**config.mk**
```make
export PLATFORM = sky130hd
export DESIGN_NAME = alu_wb_stage
export DESIGN_NICKNAME = d
export VERILOG_FILES = /design/src/rtl/alu_wb_stage_pkg.sv /design/src/rtl/alu_wb_stage_skid_buf.sv /design/src/rtl/alu_wb_stage.sv
export SDC_FILE = /design/constraint.sdc
export NUM_CORES = 1
export LEC_CHECK = 0
export CAP_MARGIN = 10
export CORE_MARGIN = 8
export CORE_UTILIZATION = 57
export DETAILED_ROUTE_END_ITERATION = 8
export DONT_BUFFER_PORTS = 1
export GPL_TIMING_DRIVEN = 0
export PLACE_DENSITY = 0.73
export SKIP_LAST_GASP = 1
export SLEW_MARGIN = 20
export SYNTH_ARGS = -nofsm -noshare
export SYNTH_HDL_FRONTEND = slang
export SYNTH_SLANG_ARGS = --single-unit
```
**constraint.sdc**
```tcl
create_clock -name clk -period 1.9 [get_ports clk]
set_input_delay 0.475 -clock clk [delete_from_list [all_inputs] [get_ports clk]]
set_output_delay 0.475 -clock clk [all_outputs]
set_load 0.01 [all_outputs]
```
**src/rtl/alu_wb_stage_pkg.sv**
```systemverilog
// Shared definitions for the alu_wb_stage execute->writeback boundary stage.
// Default widths and the skid-buffer occupancy encoding live here.
package alu_wb_stage_pkg;

  localparam int DEF_DATA_W  = 32;
  localparam int DEF_REG_AW  = 5;
  localparam int DEF_STALL_W = 16;

  // Occupancy of the 2-entry skid buffer; the encoding is the entry count.
  typedef enum logic [1:0] {
    BUF_EMPTY = 2'd0,
    BUF_ONE   = 2'd1,
    BUF_FULL  = 2'd2
  } buf_state_e;

endpackage

```
**src/rtl/alu_wb_stage_skid_buf.sv**
```systemverilog
// alu_skid_buf: 2-entry in-order skid buffer (head/tail registers + count FSM).
// Both ready and valid are decoded from the count register only.
module alu_skid_buf
  import alu_wb_stage_pkg::*;
#(
  parameter int W = 8
) (
  input  logic         clk,
  input  logic         rst_n,
  input  logic         in_valid,
  output logic         in_ready,
  input  logic [W-1:0] in_data,
  output logic         out_valid,
  input  logic         out_ready,
  output logic [W-1:0] out_data
);

  buf_state_e   state_r;
  buf_state_e   state_next_s;
  logic [W-1:0] head_r;
  logic [W-1:0] tail_r;
  logic         push_s;
  logic         pop_s;

  assign push_s   = in_valid & in_ready;
  assign pop_s    = out_valid & out_ready;
  assign out_data = head_r;

  // Occupancy state register.
  always_ff @(posedge clk or negedge rst_n) begin
    if (!rst_n) begin
      state_r <= BUF_EMPTY;
    end else begin
      state_r <= state_next_s;
    end
  end

  // Next occupancy from push/pop.
  always_comb begin
    state_next_s = state_r;
    case (state_r)
      BUF_EMPTY: begin
        if (push_s) state_next_s = BUF_ONE;
        else        state_next_s = BUF_EMPTY;
      end
      BUF_ONE: begin
        if (push_s && !pop_s)      state_next_s = BUF_FULL;
        else if (pop_s && !push_s) state_next_s = BUF_EMPTY;
        else                       state_next_s = BUF_ONE;
      end
      BUF_FULL: begin
        if (pop_s) state_next_s = BUF_ONE;
        else       state_next_s = BUF_FULL;
      end
      default: state_next_s = BUF_EMPTY;
    endcase
  end

  // Handshake outputs decoded from the occupancy register.
  always_comb begin
    in_ready  = 1'b1;
    out_valid = 1'b0;
    case (state_r)
      BUF_EMPTY: begin
        in_ready  = 1'b1;
        out_valid = 1'b0;
      end
      BUF_ONE: begin
        in_ready  = 1'b1;
        out_valid = 1'b1;
      end
      BUF_FULL: begin
        in_ready  = 1'b0;
        out_valid = 1'b1;
      end
      default: begin
        in_ready  = 1'b0;
        out_valid = 1'b0;
      end
    endcase
  end

  // Entry storage: head is always the oldest entry, tail only used when full.
  always_ff @(posedge clk or negedge rst_n) begin
    if (!rst_n) begin
      head_r <= '0;
      tail_r <= '0;
    end else begin
      case (state_r)
        BUF_EMPTY: if (push_s) head_r <= in_data;
        BUF_ONE: begin
          if (push_s && pop_s) head_r <= in_data;
          else if (push_s)     tail_r <= in_data;
        end
        BUF_FULL:  if (pop_s) head_r <= tail_r;
        default: begin
          head_r <= head_r;
          tail_r <= tail_r;
        end
      endcase
    end
  end

endmodule

```
**src/rtl/alu_wb_stage.sv**
```systemverilog
// alu_wb_stage: alu result capture, flag register, stall counter and rd==0 masking.
// Optional operand forwarding of the head entry is enabled by defining ALU_WB_FWD_EN.
module alu_wb_stage
  import alu_wb_stage_pkg::*;
#(
  parameter int DATA_W  = DEF_DATA_W,
  parameter int REG_AW  = DEF_REG_AW,
  parameter int STALL_W = DEF_STALL_W
) (
  input  logic              clk,
  input  logic              rst_n,
  input  logic              in_valid,
  output logic              in_ready,
  input  logic [DATA_W-1:0] in_x,
  input  logic              in_zero,
  input  logic              in_sign,
  input  logic [REG_AW-1:0] in_rd,
  input  logic              in_we,
  input  logic              in_setflags,
  output logic              out_valid,
  input  logic              out_ready,
  output logic [DATA_W-1:0] out_x,
  output logic [REG_AW-1:0] out_rd,
  output logic              out_we,
  output logic              flag_zero,
  output logic              flag_sign,
  output logic [STALL_W-1:0] stall_cnt,
  output logic              fwd_valid,
  output logic [REG_AW-1:0] fwd_rd,
  output logic [DATA_W-1:0] fwd_x
);

  localparam int ENT_W = DATA_W + REG_AW + 1;

  logic [ENT_W-1:0]   in_ent_s;
  logic [ENT_W-1:0]   head_ent_s;
  logic               head_we_s;
  logic               push_s;
  logic               flag_zero_r;
  logic               flag_sign_r;
  logic [STALL_W-1:0] stall_r;

  // Entry layout {x, rd, we}.
  assign in_ent_s = {in_x, in_rd, in_we};

  alu_skid_buf #(
    .W (ENT_W)
  ) u_skid_buf (
    .clk       (clk),
    .rst_n     (rst_n),
    .in_valid  (in_valid),
    .in_ready  (in_ready),
    .in_data   (in_ent_s),
    .out_valid (out_valid),
    .out_ready (out_ready),
    .out_data  (head_ent_s)
  );

  assign {out_x, out_rd, head_we_s} = head_ent_s;
  assign out_we    = head_we_s & (out_rd != {REG_AW{1'b0}});
  assign push_s    = in_valid & in_ready;
  assign flag_zero = flag_zero_r;
  assign flag_sign = flag_sign_r;
  assign stall_cnt = stall_r;

  // Architectural flags follow accepted entries in program order.
  always_ff @(posedge clk or negedge rst_n) begin
    if (!rst_n) begin
      flag_zero_r <= 1'b0;
      flag_sign_r <= 1'b0;
    end else if (push_s && in_setflags) begin
      flag_zero_r <= in_zero;
      flag_sign_r <= in_sign;
    end else begin
      flag_zero_r <= flag_zero_r;
      flag_sign_r <= flag_sign_r;
    end
  end

  // Saturating count of upstream cycles refused by a full buffer.
  always_ff @(posedge clk or negedge rst_n) begin
    if (!rst_n) begin
      stall_r <= {STALL_W{1'b0}};
    end else if (in_valid && !in_ready && (stall_r != {STALL_W{1'b1}})) begin
      stall_r <= stall_r + STALL_W'(1);
    end else begin
      stall_r <= stall_r;
    end
  end

`ifdef ALU_WB_FWD_EN
  assign fwd_valid = out_valid & out_we;
  assign fwd_rd    = out_rd;
  assign fwd_x     = out_x;
`else
  assign fwd_valid = 1'b0;
  assign fwd_rd    = {REG_AW{1'b0}};
  assign fwd_x     = {DATA_W{1'b0}};
`endif

endmodule

```
==> results.md <==
- The sum of routed wire length over all layers is 10210 um.
- The routed layout has 2984 vias.
- Summed over all nets, wire length on met2 after detailed routing comes to 5183 um.
- The final critical-path setup slack is -63.93 ps.
- The final total power is 10.27 mW.
- The routed wirelength normalized by instance count is 17.19 um.
- The flow ran to the end, but the final reports show violations.
- The finished cells cover about 5700 um2.
- The part of the power in combinational logic is 50.9%.
- The maximum fanout along the worst path is 2.
- The netlist uses 37 different library cells.
- The H-tree was split into 3 levels.
- The number of buffers on the longest clock path is 2.
- The width of the chip is approximately 110 um.
- The total instance count after detailed placement is 566.
- The path class of the tightest hold or removal check is primary input to asynchronous set/reset pin.
- The share of the synthesized area in the top cell type is 50.09%.
- The number of clock buffers added by TritonCTS is 9.
- The number of flops mapped to enable cells by yosys is 0.
- The most used flip-flop cell after synthesis is sky130_fd_sc_hd__dfrtp_1.
- The net switching fraction of the power is around 36%.
- The final critical path time including I/O delays and setup is 1964 ps.
- The number of antenna cells inserted is 0.
- The maximum operating frequency is 0.5092 GHz.
- The filler cell count in the final layout is 606.
- The synthesized flop and latch total is 96.
- Once the floorplan was initialized, standard cells occupied 58.66% of the core.
- The gate count of the mapped netlist is 424.
- The total of buffers placed on input and output ports is 0.
- The number of detailed-route iterations in the first pass is 4.
- The initial antenna violation count is 0.
- The post-layout net count is 534.
- The die covers 11600 um2.
- For the final database, setup skew stands at 6.718 ps.
- Hold timing on the final database bottoms out at a slack of -197.4 ps.
- The kind of end point of the critical path is an output port.
- Summing the sequential cell areas from Yosys gives 50.09% of the chip area.
- Cell internal power was estimated by the tool at 6.552 mW.
- STA puts the critical path data required time at about 1400 ps.
- sky130_fd_sc_hd__dfrtp_1 takes more of the synthesized area than any other cell.
- Counting every sink on the clock net gives 96.
- Cells fill 69.42% of the core in the end.
- The clock-pin slew reported for the worst setup and hold paths after clock tree synthesis is 90 ps.
- The worst slack at placement is -365.7 ps.
- The switching power is roughly 3.7 mW.
- In this run, flip-flops and latches consume 35.7% of the power.
- STA classifies the critical path startpoint as a register.
- The signed area change from the synthesized netlist to the final layout is 18.34%.
- The post-detailed-route count of antenna-violating nets is 0.
- In this run the tightest slew margin relative to its limit is 51.16%.
- 141 I/O pins were placed.
- For this block, wires on met1 add up to ~4000 um.
- The total congestion overflow is 0.
- The routed design uses 928 um of met3 wire.
- The power per unit of standard cell area is 1810 nW/um2.
- Summing all placed instances gives a cell area of roughly 5100 um2.
- The max-cap check violation count is 0.
- The first global-routing pass estimated around 16000 um of wire.
- The congestion estimate from routability-driven global placement came to 0.7229.
- The number of slew-limit violations in the final report is 0.
- The standard cell core area is 8175 um2.
- By area the synthesized netlist is led by sky130_fd_sc_hd__dfrtp_1 50%, sky130_fd_sc_hd__buf_4 12%, sky130_fd_sc_hd__mux2_2 9.6%.
- At the later pin of the worst-skew pair, clock insertion delay measures 350 ps.
- TritonCTS built the clock tree.
- Detailed placement finished with a half-perimeter wire length of 7260 um.
- The portion of total power attributed to the clock network is between 10 and 15%.
- The final critical path takes up 103.4% of the cycle.
- In the synthesized netlist the async set-or-reset flop fraction comes to 100.0%.
- Summing every instance area after synthesis gives between 4000 and 5000 um2.
- CTS placed an instance of sky130_fd_sc_hd__clkbuf_8 at the clock tree root.
- The highest metal layer with signal wires is met4.
- The final count of hold timing violations was 96.
- For this run, the number of Yosys warnings is 0.
- The critical path is of the register to output port type.
- The leakage dissipation is ~2.6 nW.
- Entering global routing, the biggest net connects 97 pins.
- Once layout is complete, the cells apart from fillers number 594.
- Global routing consumed, over all layers together, between 10% and 20% of the routing resources.
- The arrival time at the worst endpoint is 1490 ps.
- Across the VDD grid, the largest voltage drop is 0.0008354 V.
- The average cell area after synthesis is 11.31 um2.
- Counting instances in the post-synthesis netlist gives the leading cell types as 96 x sky130_fd_sc_hd__dfrtp_1, 77 x sky130_fd_sc_hd__buf_4, 45 x sky130_fd_sc_hd__nor2_1.
- Setup violations remaining at the end of the flow were counted as 4.
- Setup total negative slack on the finished layout was measured at -139.7 ps.
- Setup repair after global routing could not meet its margin everywhere.
- The ratio of cells with drive above 1 in the final layout is 39.47%.
- The detailed-route DRC error count is 0.
- The most common cell in the netlist is sky130_fd_sc_hd__dfrtp_1.
- The floorplan row count is 33.
- For the pin with the worst max-slew slack, the measured transition is 732.6 ps.
- The via count of the first global-routing pass is between 3000 and 4000.
- The first routing iteration left 57 violations.
- Using the TritonRoute via totals, the vias-per-cell ratio works out to 5.024.
- The height of the die is 107.7 um.
- The final reports fail on hold timing, setup timing.
==> logic make-up after synthesis <==
kind of cell / count (synthesis) / synth area share [%]
other: 1 / 0.07819
buffers and inverters: 97 / 13.85
xor gates and xnor gates: 15 / 2.739
muxes: 79 / 17.56
AOI/OAI and AO/OA: 44 / 5.375
and+or+nand+nor: 87 / 9.001
DFF: 96 / 50.09
adders and majority gates: 5 / 1.304
==> flip-flops by register name, summed over array words and instances, names as in the netlist <==
| name | flops |
|---|---|
| flag_sign | 1 |
| flag_zero | 1 |
| stall_cnt | 16 |
| u_skid_buf.out_data | 38 |
| u_skid_buf.state_r | 2 |
| u_skid_buf.tail_r | 38 |
==> cell usage in the layout (no fill, tap or decap), drive strengths merged, types with 2 or more instances in the layout <==
cell | netlist | routed
buf | 87 | 97
dfrtp | 96 | 96
nor2 | 45 | 45
mux2 | 41 | 41
a21oi | 39 | 39
mux2i | 38 | 38
conb | 1 | 38
clkbuf | 7 | 21
xor2 | 14 | 14
nand2 | 9 | 9
nand3 | 6 | 6
ha | 5 | 5
nand4 | 4 | 4
and3 | 4 | 4
nor3 | 4 | 4
inv | 3 | 4
nor4 | 3 | 3
nor3b | 3 | 3
or3 | 2 | 2
nor4b | 2 | 2
==> metal layers <==
| metal | vias to the layer above | global-route usage, % |
|---|---|---|
| li1 | 1445 | - |
| met1 | 1437 | 19.97 |
| met2 | 94 | 28.77 |
| met3 | 8 | 6.527 |
| met4 | 0 | 4.757 |
| met5 | - | 0 |
==> final timing paths <==
check,start,slack [ps],to,cells past startpoint
min,rst_n,-200,u_skid_buf.out_data[13],0
max reg2reg,u_skid_buf.state_r[0],-40,stall_cnt[12],5
max in group asynchronous,rst_n,1960,u_skid_buf.state_r[0],0
max,u_skid_buf.out_data[4],-60,out_we,2
min reg2reg,u_skid_buf.tail_r[0],510,u_skid_buf.tail_r[0],1
min in group clk,in_x[4],260,u_skid_buf.tail_r[10],1
==> power by group through the flow <==
stage	Combinational, mW	Sequential [mW]	Clock (mW)
finish	5.23	3.67	1.38
global route	5.64	3.79	1.50
CTS	4.61	3.64	1.41
detailed placement	4.00	3.68	0
global placement	3.86	3.61	0
floorplan	3.27	3.50	0
==> area by class of cell <==
cell class / count / area (um2) / share of cell area, %
plain buffers: 92 / 734.5 / 12.94
clock buffers: 12 / 155.1 / 2.734
clock inverters: 4 / 51.30 / 0.9039
inverters: 3 / 13.76 / 0.2425
multi-input cells: 268 / 1991 / 35.07
flip-flops and latches: 96 / 2405 / 42.37
well taps: 105 / 131.4 / 2.315
repair buffers: 14 / 193.9 / 3.417
==> repair_timing <==
action | CTS | global route
resized for setup | 32 | 35
cloned | 1 | 3
setup endpoints to repair | 85 | 87
setup buffers | 7 | 3
endpoints found under the hold margin | 96 | 96
pin swaps | 5 | 6
==> worst max-delay path: stages (launching register included) <==
cell and delay, ps:
sky130_fd_sc_hd__dfrtp_1 410, sky130_fd_sc_hd__or4_1 500, sky130_fd_sc_hd__o21a_1 220
(Power assumes the default switching activity.)
